**config.mk**
```make
export PLATFORM = sky130hd
export DESIGN_NAME = basis_modulator_nd_flat
export DESIGN_NICKNAME = d
export VERILOG_FILES = /design/src/rtl/basis_modulator_nd_if.sv /design/src/rtl/basis_modulator_nd.sv /design/src/flat_wrapper.sv
export SDC_FILE = /design/constraint.sdc
export NUM_CORES = 1
export LEC_CHECK = 0
export ABC_AREA = 1
export BUFFER_PORTS_ARGS = -buffer_cell sky130_fd_sc_hd__buf_2
export CAP_MARGIN = 40
export CORE_MARGIN = 4
export CORE_UTILIZATION = 68
export CTS_CLUSTER_SIZE = 8
export DETAILED_ROUTE_END_ITERATION = 10
export PLACE_DENSITY = 0.85
export SETUP_SLACK_MARGIN = 0.1
export SYNTH_ARGS = -nofsm -noshare
export SYNTH_HDL_FRONTEND = slang
export SYNTH_SLANG_ARGS = --single-unit
```
**constraint.sdc**
```tcl
create_clock -name clk -period 7.65 [get_ports clk]
set_clock_uncertainty 0.05 [all_clocks]
set_input_delay 1.53 -clock clk [delete_from_list [all_inputs] [get_ports clk]]
set_output_delay 1.53 -clock clk [all_outputs]
set_load 0.02 [all_outputs]
```
**src/rtl/basis_modulator_nd_if.sv**
```systemverilog
// Symbol handshake, basis-table load port and DAC sample stream of basis_modulator_nd.
// master = symbol/coefficient source, slave = modulator.
interface basis_modulator_nd_if #(
  parameter int NUM_DIM    = 3,
  parameter int AMP_WIDTH  = 2,
  parameter int IDX_WIDTH  = 4,
  parameter int COEF_WIDTH = 12,
  parameter int DAC_WIDTH  = 12
);
  localparam int DSEL_W = (NUM_DIM > 1) ? $clog2(NUM_DIM) : 1;

  logic                           sym_valid;
  logic                           sym_ready;
  logic [NUM_DIM*AMP_WIDTH-1:0]   sym_data;
  logic                           coef_we;
  logic [DSEL_W-1:0]              coef_dim;
  logic [IDX_WIDTH-1:0]           coef_addr;
  logic [COEF_WIDTH-1:0]          coef_wdata;
  logic [DAC_WIDTH-1:0]           out_sample;
  logic                           out_valid;
  logic                           underrun;
  logic                           underrun_clr;

  modport master (
    output sym_valid, sym_data, coef_we, coef_dim, coef_addr, coef_wdata, underrun_clr,
    input  sym_ready, out_sample, out_valid, underrun
  );

  modport slave (
    input  sym_valid, sym_data, coef_we, coef_dim, coef_addr, coef_wdata, underrun_clr,
    output sym_ready, out_sample, out_valid, underrun
  );
endinterface

```
**src/rtl/basis_modulator_nd.sv**
```systemverilog
// N-dimensional basis-waveform modulator: per-dimension antipodal levels scale
// loadable basis tables, summed, shifted, offset and saturated into DAC codes.
module basis_modulator_nd #(
  parameter int NUM_DIM     = 3,
  parameter int AMP_WIDTH   = 2,
  parameter int SPS         = 10,
  parameter int IDX_WIDTH   = 4,
  parameter int COEF_WIDTH  = 12,
  parameter int DAC_WIDTH   = 12,
  parameter int OUT_SHIFT   = 2,
  parameter int ZERO_OFFSET = 2048
) (
  input  logic                clk,
  input  logic                rst,
  basis_modulator_nd_if.slave bus
);
  localparam int SYM_W  = NUM_DIM * AMP_WIDTH;
  localparam int DSEL_W = (NUM_DIM > 1) ? $clog2(NUM_DIM) : 1;
  localparam int LVL_W  = AMP_WIDTH + 1;
  localparam int PROD_W = COEF_WIDTH + AMP_WIDTH + 1;
  localparam int SUM_W  = PROD_W + ((NUM_DIM > 1) ? $clog2(NUM_DIM) : 0);
  localparam int OFS_W  = ((SUM_W > DAC_WIDTH + 1) ? SUM_W : DAC_WIDTH + 1) + 1;

  localparam logic [IDX_WIDTH-1:0]    LAST_IDX  = IDX_WIDTH'(SPS - 1);
  localparam logic [DAC_WIDTH-1:0]    ZERO_CODE = DAC_WIDTH'(ZERO_OFFSET);
  localparam logic signed [OFS_W-1:0] OFS_ZERO  = OFS_W'(ZERO_OFFSET);
  localparam logic signed [OFS_W-1:0] OFS_MAX   = OFS_W'((2 ** DAC_WIDTH) - 1);

  typedef enum logic {ST_IDLE = 1'b0, ST_RUN = 1'b1} state_t;

  // Code k -> 2k+1-2^A: append a 1 and flip the MSB of the (A+1)-bit result.
  function automatic logic signed [LVL_W-1:0] amp_level(input logic [AMP_WIDTH-1:0] code);
    logic [LVL_W-1:0] t;
    t            = {code, 1'b1};
    t[LVL_W-1]   = ~t[LVL_W-1];
    return $signed(t);
  endfunction

  state_t                  state_r, state_s;
  logic [SYM_W-1:0]        cur_r, hold_r;
  logic                    hold_full_r;
  logic [IDX_WIDTH-1:0]    idx_r;
  logic                    underrun_r;
  logic signed [COEF_WIDTH-1:0] coef_mem_r [NUM_DIM][SPS];

  logic accept_s, last_s, coef_ok_s;
  logic cur_load_s, cur_from_hold_s, hold_load_s, hold_clear_s;
  logic idx_clear_s, idx_inc_s, underrun_set_s, issue_s;

  logic                         s0_valid_r, s1_valid_r, s2_valid_r, out_valid_r;
  logic [IDX_WIDTH-1:0]         s0_idx_r;
  logic [SYM_W-1:0]             s0_code_r;
  logic signed [COEF_WIDTH-1:0] s1_coef_r [NUM_DIM];
  logic signed [LVL_W-1:0]      s1_lvl_r  [NUM_DIM];
  logic signed [PROD_W-1:0]     s2_prod_r [NUM_DIM];
  logic [DAC_WIDTH-1:0]         out_sample_r;

  logic signed [SUM_W-1:0] sum_s, shift_s;
  logic signed [OFS_W-1:0] biased_s;
  logic [DAC_WIDTH-1:0]    clamp_s;

  assign accept_s  = bus.sym_valid & ~hold_full_r;
  assign last_s    = (idx_r == LAST_IDX);
  assign coef_ok_s = bus.coef_we
                   & ({1'b0, bus.coef_dim}  < (DSEL_W + 1)'(NUM_DIM))
                   & ({1'b0, bus.coef_addr} < (IDX_WIDTH + 1)'(SPS));

  // FSM state register
  always_ff @(posedge clk) begin
    if (rst) state_r <= ST_IDLE;
    else     state_r <= state_s;
  end

  // FSM next-state logic
  always_comb begin
    state_s = state_r;
    case (state_r)
      ST_IDLE: begin
        if (accept_s) state_s = ST_RUN;
        else          state_s = ST_IDLE;
      end
      ST_RUN: begin
        if (last_s && !hold_full_r && !accept_s) state_s = ST_IDLE;
        else                                     state_s = ST_RUN;
      end
      default: state_s = ST_IDLE;
    endcase
  end

  // FSM output decode: sequencing strobes for cur, hold, idx and underrun
  always_comb begin
    cur_load_s      = 1'b0;
    cur_from_hold_s = 1'b0;
    hold_load_s     = 1'b0;
    hold_clear_s    = 1'b0;
    idx_clear_s     = 1'b0;
    idx_inc_s       = 1'b0;
    underrun_set_s  = 1'b0;
    issue_s         = 1'b0;
    case (state_r)
      ST_IDLE: begin
        idx_clear_s = 1'b1;
        if (accept_s) cur_load_s = 1'b1;
        else          cur_load_s = 1'b0;
      end
      ST_RUN: begin
        issue_s = 1'b1;
        if (last_s) begin
          idx_clear_s = 1'b1;
          if (hold_full_r) begin
            cur_load_s      = 1'b1;
            cur_from_hold_s = 1'b1;
            hold_clear_s    = 1'b1;
          end else if (accept_s) begin
            cur_load_s      = 1'b1;
          end else begin
            underrun_set_s  = 1'b1;
          end
        end else begin
          idx_inc_s   = 1'b1;
          hold_load_s = accept_s;
        end
      end
      default: idx_clear_s = 1'b1;
    endcase
  end

  // Symbol registers, sample index and sticky underrun (set beats clear)
  always_ff @(posedge clk) begin
    if (rst) begin
      cur_r       <= '0;
      hold_r      <= '0;
      hold_full_r <= 1'b0;
      idx_r       <= '0;
      underrun_r  <= 1'b0;
    end else begin
      if (cur_load_s) cur_r <= cur_from_hold_s ? hold_r : bus.sym_data;
      if (hold_load_s) begin
        hold_r      <= bus.sym_data;
        hold_full_r <= 1'b1;
      end else if (hold_clear_s) begin
        hold_full_r <= 1'b0;
      end
      if (idx_clear_s)    idx_r <= '0;
      else if (idx_inc_s) idx_r <= idx_r + IDX_WIDTH'(1);
      underrun_r <= underrun_set_s | (underrun_r & ~bus.underrun_clr);
    end
  end

  // Basis tables: not reset; a same-edge read sees the previous contents
  always_ff @(posedge clk) begin
    if (coef_ok_s) coef_mem_r[bus.coef_dim][bus.coef_addr] <= $signed(bus.coef_wdata);
  end

  // Pipeline S0 (issue) -> S1 (table read) -> S2 (scale) -> output
  always_ff @(posedge clk) begin
    if (rst) begin
      s0_valid_r   <= 1'b0;
      s0_idx_r     <= '0;
      s0_code_r    <= '0;
      s1_valid_r   <= 1'b0;
      s2_valid_r   <= 1'b0;
      out_valid_r  <= 1'b0;
      out_sample_r <= ZERO_CODE;
      for (int d = 0; d < NUM_DIM; d++) begin
        s1_coef_r[d] <= '0;
        s1_lvl_r[d]  <= '0;
        s2_prod_r[d] <= '0;
      end
    end else begin
      s0_valid_r <= issue_s;
      s0_idx_r   <= idx_r;
      s0_code_r  <= cur_r;
      s1_valid_r <= s0_valid_r;
      s2_valid_r <= s1_valid_r;
      for (int d = 0; d < NUM_DIM; d++) begin
        s1_coef_r[d] <= coef_mem_r[d][s0_idx_r];
        s1_lvl_r[d]  <= amp_level(s0_code_r[d*AMP_WIDTH +: AMP_WIDTH]);
        s2_prod_r[d] <= PROD_W'(s1_coef_r[d]) * PROD_W'(s1_lvl_r[d]);
      end
      out_valid_r  <= s2_valid_r;
      out_sample_r <= s2_valid_r ? clamp_s : ZERO_CODE;
    end
  end

  // Dimension sum, floor shift, offset and saturation to the DAC range
  always_comb begin
    sum_s = '0;
    for (int d = 0; d < NUM_DIM; d++) sum_s = sum_s + SUM_W'(s2_prod_r[d]);
    shift_s  = sum_s >>> OUT_SHIFT;
    biased_s = OFS_W'(shift_s) + OFS_ZERO;
    if (biased_s[OFS_W-1])       clamp_s = '0;
    else if (biased_s > OFS_MAX) clamp_s = '1;
    else                         clamp_s = biased_s[DAC_WIDTH-1:0];
  end

  assign bus.sym_ready  = ~hold_full_r;
  assign bus.out_sample = out_sample_r;
  assign bus.out_valid  = out_valid_r;
  assign bus.underrun   = underrun_r;
endmodule

```
**src/flat_wrapper.sv**
```systemverilog
// flat-port wrapper written by rule: the top's interface ports become plain ports
module basis_modulator_nd_flat 
#(
  parameter int NUM_DIM     = 3,
  parameter int AMP_WIDTH   = 2,
  parameter int SPS         = 10,
  parameter int IDX_WIDTH   = 4,
  parameter int COEF_WIDTH  = 12,
  parameter int DAC_WIDTH   = 12,
  parameter int OUT_SHIFT   = 2,
  parameter int ZERO_OFFSET = 2048
)
  (clk, rst, bus_sym_valid, bus_sym_data, bus_coef_we, bus_coef_dim, bus_coef_addr, bus_coef_wdata, bus_underrun_clr, bus_sym_ready, bus_out_sample, bus_out_valid, bus_underrun);
  basis_modulator_nd_if #(.NUM_DIM(NUM_DIM), .AMP_WIDTH(AMP_WIDTH), .IDX_WIDTH(IDX_WIDTH), .COEF_WIDTH(COEF_WIDTH), .DAC_WIDTH(DAC_WIDTH)) bus_i ();
  input  logic clk;
  input  logic rst;
  input wire logic [$bits(bus_i.sym_valid)-1:0] bus_sym_valid;
  input wire logic [$bits(bus_i.sym_data)-1:0] bus_sym_data;
  input wire logic [$bits(bus_i.coef_we)-1:0] bus_coef_we;
  input wire logic [$bits(bus_i.coef_dim)-1:0] bus_coef_dim;
  input wire logic [$bits(bus_i.coef_addr)-1:0] bus_coef_addr;
  input wire logic [$bits(bus_i.coef_wdata)-1:0] bus_coef_wdata;
  input wire logic [$bits(bus_i.underrun_clr)-1:0] bus_underrun_clr;
  output wire logic [$bits(bus_i.sym_ready)-1:0] bus_sym_ready;
  output wire logic [$bits(bus_i.out_sample)-1:0] bus_out_sample;
  output wire logic [$bits(bus_i.out_valid)-1:0] bus_out_valid;
  output wire logic [$bits(bus_i.underrun)-1:0] bus_underrun;
  assign bus_i.sym_valid = bus_sym_valid;
  assign bus_i.sym_data = bus_sym_data;
  assign bus_i.coef_we = bus_coef_we;
  assign bus_i.coef_dim = bus_coef_dim;
  assign bus_i.coef_addr = bus_coef_addr;
  assign bus_i.coef_wdata = bus_coef_wdata;
  assign bus_i.underrun_clr = bus_underrun_clr;
  assign bus_sym_ready = bus_i.sym_ready;
  assign bus_out_sample = bus_i.out_sample;
  assign bus_out_valid = bus_i.out_valid;
  assign bus_underrun = bus_i.underrun;
  basis_modulator_nd #(.NUM_DIM(NUM_DIM), .AMP_WIDTH(AMP_WIDTH), .SPS(SPS), .IDX_WIDTH(IDX_WIDTH), .COEF_WIDTH(COEF_WIDTH), .DAC_WIDTH(DAC_WIDTH), .OUT_SHIFT(OUT_SHIFT), .ZERO_OFFSET(ZERO_OFFSET)) u_core (.clk(clk), .rst(rst), .bus(bus_i));
endmodule
```
==> reports/metrics.csv, run 1 <==
metric,value,unit
status,"finished, final reports clean",
ioPinCount,44,
clk_path_buf_depth,3,
synth_top_family_by_area,simple AND/OR/NAND/NOR gates,
synthXorXnorAreaFrac,0.700,%
grt_overflow,0,
rrSetupSlack,4130,ps
grt_pass1_vias,15800,
cp_max_fo,36,
layout_min_cycle_time,3520,ps
synth_edf_count,360,
timing.final.ws_setup,4130,ps
final_util,77.5,%
hold_path_class,reg -> reg,
seq_area_frac_synth,59.8,%
endpoint_kind,flip-flop,
peakVddDrop,192,uV
fmax,284,MHz
drv_cap,0,
rsz0062_at_grt,false,
ys_ff_latch,493,
yosysWarnings,0,
wl_met2,26000,um
ant_nets,0,
r2r-start,u_core.s1_lvl_r[0][3],
synth_flop_cell,edfxtp_1,
synth-async-reset-ratio,0,%
cp_top_family,adder cells,
syn-num-nets,2213,
synth_common_cells,"360 x edfxtp_1, 337 x nand2_1, 211 x nor2_1",
critical_path_buf_inv_count,2,
drc,0,
dp_hpwl,31300,um
worst_pin_slew,1020,ps
yosys-top-cells-area,"edfxtp_1 48%, dfxtp_1 12%, nand2_1 5.6%",
setup_viol,0,
whs_path_depth,2,
setup-tns-final,0,ps
dieHeight,190,um
yosysMostFrequentCell,edfxtp_1,
routed_wl,52100,um
grt_pass1_wl,83200,um
dr.pass1.iters,8,
synth_compound_area_share,9.78,%
crit_arrival,3990,ps
hold_path_end,u_core.s1_lvl_r[0][7],
worst_hold_slack,347,ps
syn_area_per_cell,11.0,um^2
cts_tree,yes,
gp_congestion,0.882,
finalMaxSlewViolations,0,
area_delta_synth_final,12.2,%
grt_max_degree,106,
layout_worst_path_cycle_share,46.1,%
antenna_found_initial,0,
worst_setup_path_start_kind,flip-flop,
slew-limit-headroom,31.9,%
worstSetupPathType,reg -> reg,
cts_root_buffer,clkbuf_16,
synth_simple_gate_area_share,12.5,%
clock_latency,570,ps
drt-met1-wl,19500,um
post_cts_resized,0,
cts_setup_buffers,0,
track_usage,29.3,%
cp_slowest_cell,fa_1,
diodes,0,
synthMuxAreaShare,2.44,%
dp.cells,2473,
top_layer,met4,
place_ws,3900,ps
core,0.0326,mm^2
synth_fa_ha_area_share,9.80,%
holdCritStartpoint,u_core.s0_code_r[4],
yosys.area.top_type,edfxtp_1,
hold_buffers,0,
slowest_delay,440,ps
die-area,0.0361,mm^2
reg2reg_depth,16,
met3_length,4810,um
crit_chain,buf_4 -> nand2_1 -> inv_1 -> fa_1 -> fa_1 -> ha_1 -> fa_1 -> nand3_1 -> nand3_1 -> a31oi_1 -> o21ai_0 -> nand2_1 -> a21boi_0 -> o21ai_0 -> nand2_1 -> nor2_1,
vias,15800,
start_util,69.0,%
netlist.area_leader.share,48.0,%
avgRoutedWirePerCell,20.1,um
p_leak,10.0,nW
viasPerCell,6.11,
syn_area,0.0225,mm^2
p_per_area,256,mW/mm^2
htreeDepth,3,
cts_buffers,72,
clkTransAtPathRegs,60,ps
die_x,190,um
fin_cells,2587,
drive_gt1_share,10.8,%
r2r-end,u_core.s2_prod_r[0][13],
hold_viol_final,0,
clkSinkCount,493,
numPortBuffers,43,
worstPathRequired,8110,ps
layout.nets,2280,
row_count,66,
yosysUniqueCellTypes,41,
first_iter_violations,1838,
synth_cells,2040,
[worst reg2reg max path, cell delays in order (launching register included)]
cell and delay [ps]:
dfxtp_1 310, buf_4 340, nand2_1 90, inv_1 80, fa_1 440, fa_1 430, ha_1 220, fa_1 410
nand3_1 90, nand3_1 110, a31oi_1 220, o21ai_0 170, nand2_1 90, a21boi_0 100, o21ai_0 160, nand2_1 60
nor2_1 90
[layer usage]
metal	global-route usage, %	vias up
met5	0	-
met4	11.7	0
met3	5.67	151
met2	49.9	903
met1	37.3	7569
li1	-	7176
[kinds of logic after synthesis]
logic type | count (synthesis)
adders and majority gates | 144
xor gates and xnor gates | 18
AOI/OAI and AO/OA | 362
and+or+nand+nor | 680
muxes | 55
buffers and inverters | 288
DFF | 493
[worst max-delay path by stage]
stage	end	from	cells after the start	slack, ps
2_1_floorplan	u_core.s2_prod_r[0][13]	u_core.s1_lvl_r[0][3]	17	4250
3_3_place_gp	u_core.coef_mem_r[2][89]	bus_coef_dim[1]	6	3910
3_5_place_dp	u_core.coef_mem_r[0][52]	bus_coef_dim[1]	6	3900
4_1_cts	u_core.s2_prod_r[0][13]	u_core.s1_lvl_r[0][3]	16	4140
5_1_grt	u_core.s2_prod_r[0][13]	u_core.s1_lvl_r[0][2]	16	3740
6_report	u_core.s2_prod_r[0][13]	u_core.s1_lvl_r[0][3]	16	4130
[sequential cells by signal, indices dropped and copies added, names as in the netlist]
register	flops
u_core.s2_prod_r	45
u_core.coef_mem_r	360
u_core.idx_r	4
u_core.hold_full_r	1
u_core.bus.out_sample	12
u_core.s2_valid_r	1
u_core.cur_r	6
u_core.hold_r	6
u_core.s1_valid_r	1
u_core.s1_lvl_r	7
u_core.state_r	1
u_core.bus.out_valid	1
u_core.bus.underrun	1
u_core.s0_valid_r	1
u_core.s1_coef_r	36
u_core.s0_idx_r	4
u_core.s0_code_r	6
[through the flow]
step / power, mW / area [um^2]
global placement: 3.64 / 23000
detailed placement: 3.67 / 23200
global route: 6.73 / 25300
floorplan: 3.49 / 22500
CTS: 6.50 / 25300
finish: 6.48 / 25300
[cell usage in the layout, fill, tap and decap left out, types with 2 or more instances in the layout]
cell type    n
ha_1        90
or2_2       28
o211ai_1    17
dfxtp_1    130
o21a_1       2
nand4_1      5
nor3_1      13
o2111ai_1    2
fa_1        54
nor2_2       4
nor2_1     211
inv_6        2
mux2i_1     55
clkinv_2     2
buf_4       38
o21ai_0    130
a21oi_2     11
nand2_1    337
nand3_2      6
xor2_1      10
clkbuf_16   74
edfxtp_1   360
xnor2_1      8
a21oi_1    119
dfxtp_4      2
nand2_2     13
inv_1      196
o21bai_1     4
buf_2       43
o32ai_1     17
nand3_1     60
o221ai_1    55
clkbuf_1    32
[power breakdown]
group / internal [mW] / switching [mW] / leakage [nW] / total, mW
Combinational: 0.220 / 0.447 / 4.73 / 0.668
Clock: 1.77 / 1.08 / 0.981 / 2.85
Sequential: 2.93 / 0.0383 / 4.34 / 2.96
Total: 4.92 / 1.57 / 10.0 / 6.48
[cell type report]
cell class              count  area [um^2]
clock buffers             107         1990
clock inverters             5         47.5
fillers                  1816         7340
inverters                 199          748
multi-input cells        1259         7940
flip-flops and latches    493        13500
well taps                 442          553
repair buffers             82          515
Note: power is estimated with default switching activity, not from simulation.
==> inputs of run 2 (changes only) <==
--- a/config.mk
+++ b/config.mk
@@ -9,10 +9,10 @@
 export BUFFER_PORTS_ARGS = -buffer_cell sky130_fd_sc_hd__buf_2
 export CAP_MARGIN = 40
 export CORE_MARGIN = 4
-export CORE_UTILIZATION = 68
+export CORE_UTILIZATION = 63
 export CTS_CLUSTER_SIZE = 8
 export DETAILED_ROUTE_END_ITERATION = 10
-export PLACE_DENSITY = 0.85
+export PLACE_DENSITY = 0.8
 export SETUP_SLACK_MARGIN = 0.1
 export SYNTH_ARGS = -nofsm -noshare
 export SYNTH_HDL_FRONTEND = slang
==> constraint.sdc (replaced) <==
create_clock -name clk -period 3.3 [get_ports clk]
set_clock_uncertainty 0.05 [all_clocks]
set_input_delay 0.66 -clock clk [delete_from_list [all_inputs] [get_ports clk]]
set_output_delay 0.66 -clock clk [all_outputs]
set_load 0.02 [all_outputs]
==> reports/metrics.csv, run 2 (synthesized netlist as in run 1, its figures left out) <==
metric,value,unit,change
fin_cells,2630,,+1.7%
path_common_cell,nand2_1,,
clkTransAtPathRegs,50,ps,about the same
peakVddDrop,689,uV,+260%
area_delta_synth_final,15.3,%,
largestRegisters,"u_core.coef_mem_r: 360 flops, u_core.s2_prod_r: 45 flops, u_core.s1_coef_r: 36 flops",,
worst_setup_path_start_kind,flip-flop,,
antenna_found_initial,0,,unchanged
layout_min_cycle_time,3120,ps,-402 ps
routed_wl,53200,um,+2.2%
numPortBuffers,43,,unchanged
status,"finished, final reports clean",,
worst_pin_slew,899,ps,-123 ps
grt_pass1_wl,81800,um,-1.6%
switchingPower,3.82,mW,+140%
diodes,0,,unchanged
startpoint,u_core.s1_lvl_r[0][2],,
cts_buffers,71,,-1.4%
gp_congestion,0.889,,+0.82%
drv_cap,0,,unchanged
setup_viol,0,,unchanged
grt_pass1_vias,15500,,-2.1%
die-area,0.0388,mm^2,+7.6%
drc,0,,unchanged
dr.pass1.iters,5,,-3
worst_hold_slack,289,ps,-57.3 ps
die_x,197,um,+3.7%
final_common_cell,edfxtp_1,,
cp_slowest_cell,fa_1,,
dp.cells,2509,,+1.5%
start_util,64.6,%,-4.5 points
postLayoutCellArea,0.0260,mm^2,+2.8%
swShare,24.7,%,+0.58 points
top_register,u_core.coef_mem_r,,
intPower,11.6,mW,+140%
total_power,15.5,mW,+140%
worstPathRequired,3720,ps,-4390 ps
power_frac_seq,44.4,%,-1.3 points
slew-limit-headroom,40.1,%,+8.2 points
fmax,320,MHz,+13%
holdCritStartpoint,bus_underrun_clr,,
hold_buffers,0,,unchanged
ioPinCount,44,,unchanged
track_usage,26.9,%,-2.4 points
avgRoutedWirePerCell,20.2,um,+0.57%
n_fill_cell,2166,,+19%
endpoint_kind,flip-flop,,
first_iter_violations,1568,,-15%
dp_hpwl,31700,um,+1.1%
layout_common_cells,"360 x edfxtp_1, 331 x nand2_1, 210 x nor2_1, 191 x inv_1, 126 x dfxtp_1",,
crit_arrival,3550,ps,-440 ps
ant_nets,0,,unchanged
rsz0062_at_grt,true,,
row_count,68,,+3.0%
hold_path_class,in -> reg,,
postPlaceCellArea,0.0235,mm^2,+1.1%
cts_root_buffer,clkbuf_16,,
pwr-share-clk,43.5,%,-0.5 points
viasPerCell,5.99,,-1.9%
dieHeight,197,um,+3.7%
cp_max_fo,9,,-75%
layout_worst_path_cycle_share,94.6,%,+49 points
clk_path_buf_depth,3,,unchanged
vias,15800,,-0.23%
grt_max_degree,92,,-13%
p_per_area,595,mW/mm^2,+130%
drive_gt1_share,14.7,%,+3.9 points
r2r-start,u_core.s1_lvl_r[0][2],,
clkSinkCount,493,,unchanged
core,0.0349,mm^2,+6.9%
worstSetupPathType,reg -> reg,,
cts_tree,yes,,
layout.nets,2311,,+1.4%
setup-tns-final,0,ps,unchanged
clock_latency,580,ps,about the same
hold_viol_final,0,,unchanged
grt_overflow,0,,unchanged
htreeDepth,3,,unchanged
combPwrFrac,12.1,%,+1.8 points
finalMaxSlewViolations,0,,unchanged
largest_register_ffs,360,,unchanged
crit_chain,inv_2 -> buf_4 -> or2_2 -> fa_1 -> inv_1 -> ha_1 -> ha_1 -> nand2_1 -> nand3_2 -> a31oi_4 -> o21ai_2 -> nand2_1 -> a21boi_2 -> o21ai_1 -> nand2_1 -> nor2_1,,
slowest_delay,540,ps,+100 ps
p_leak,10.3,nW,+2.0%
==> run 2: cell type report <==
class                   count  area [um^2]  area share, %
clock buffers             107         2010           7.73
inverters                 199          748           2.88
repair buffers            113          803           3.09
well taps                 455          569           2.19
flip-flops and latches    493        13500           51.9
multi-input cells        1260         8280           31.9
clock inverters             3         80.1          0.308
==> run 2: routing by layer <==
| metal | part of all wire, % | vias up | global-route usage, % | wire (um) |
|---|---|---|---|---|
| li1 | - | 7234 | - | - |
| met3 | 8.1 | 130 | 5.58 | 4320 |
| met1 | 39 | 7613 | 35.2 | 20600 |
| met2 | 50 | 785 | 44.8 | 26400 |
| met4 | 3.6 | 0 | 10.5 | 1930 |
| met5 | 0 | - | 0 | 0 |
==> run 2: path summary, 6_finish.rpt <==
path | to | slack [ps] | cells past startpoint
max | u_core.s2_prod_r[0][13] | 180 | 16
min | u_core.bus.underrun | 290 | 4
max reg2reg | u_core.s2_prod_r[0][13] | 180 | 16
min reg2reg | u_core.s1_lvl_r[0][8] | 330 | 1
==> run 2: power groups by stage <==
| stage | clock network [mW] | registers (mW) | logic [mW] |
|---|---|---|---|
| 2_1_floorplan | 0 | 6.95 | 1.15 |
| 3_3_place_gp | 0 | 6.97 | 1.49 |
| 3_5_place_dp | 0 | 6.98 | 1.54 |
| 4_1_cts | 6.78 | 6.87 | 1.58 |
| 5_1_grt | 7.06 | 6.87 | 2.08 |
| 6_report | 6.72 | 6.87 | 1.87 |
==> run 2: metrics by stage <==
stage	utilization [%]	worst slack, ps
after floorplan	-	114
after global placement	67.2	58.6
after detailed placement	67.3	65.8
after CTS	73.3	26.5
after global routing	74.4	4.23
final	74.4	179
==> run 2: what timing repair did <==
item | 4_1_cts | 5_1_grt
buffers inserted | 1 | 9
gates cloned | 0 | 1
pin swaps | 1 | 19
endpoints found under the setup margin | 14 | 30
resized for setup | 4 | 77
==> run 2: worst max-delay path, delay by kind of cell, from the launching register on <==
family	cells	cell delay (ps)
adders and majority gates	3	1160
and+or+nand+nor	6	690
AOI/OAI and AO/OA	4	540
DFF	1	340
buffers and inverters	3	240
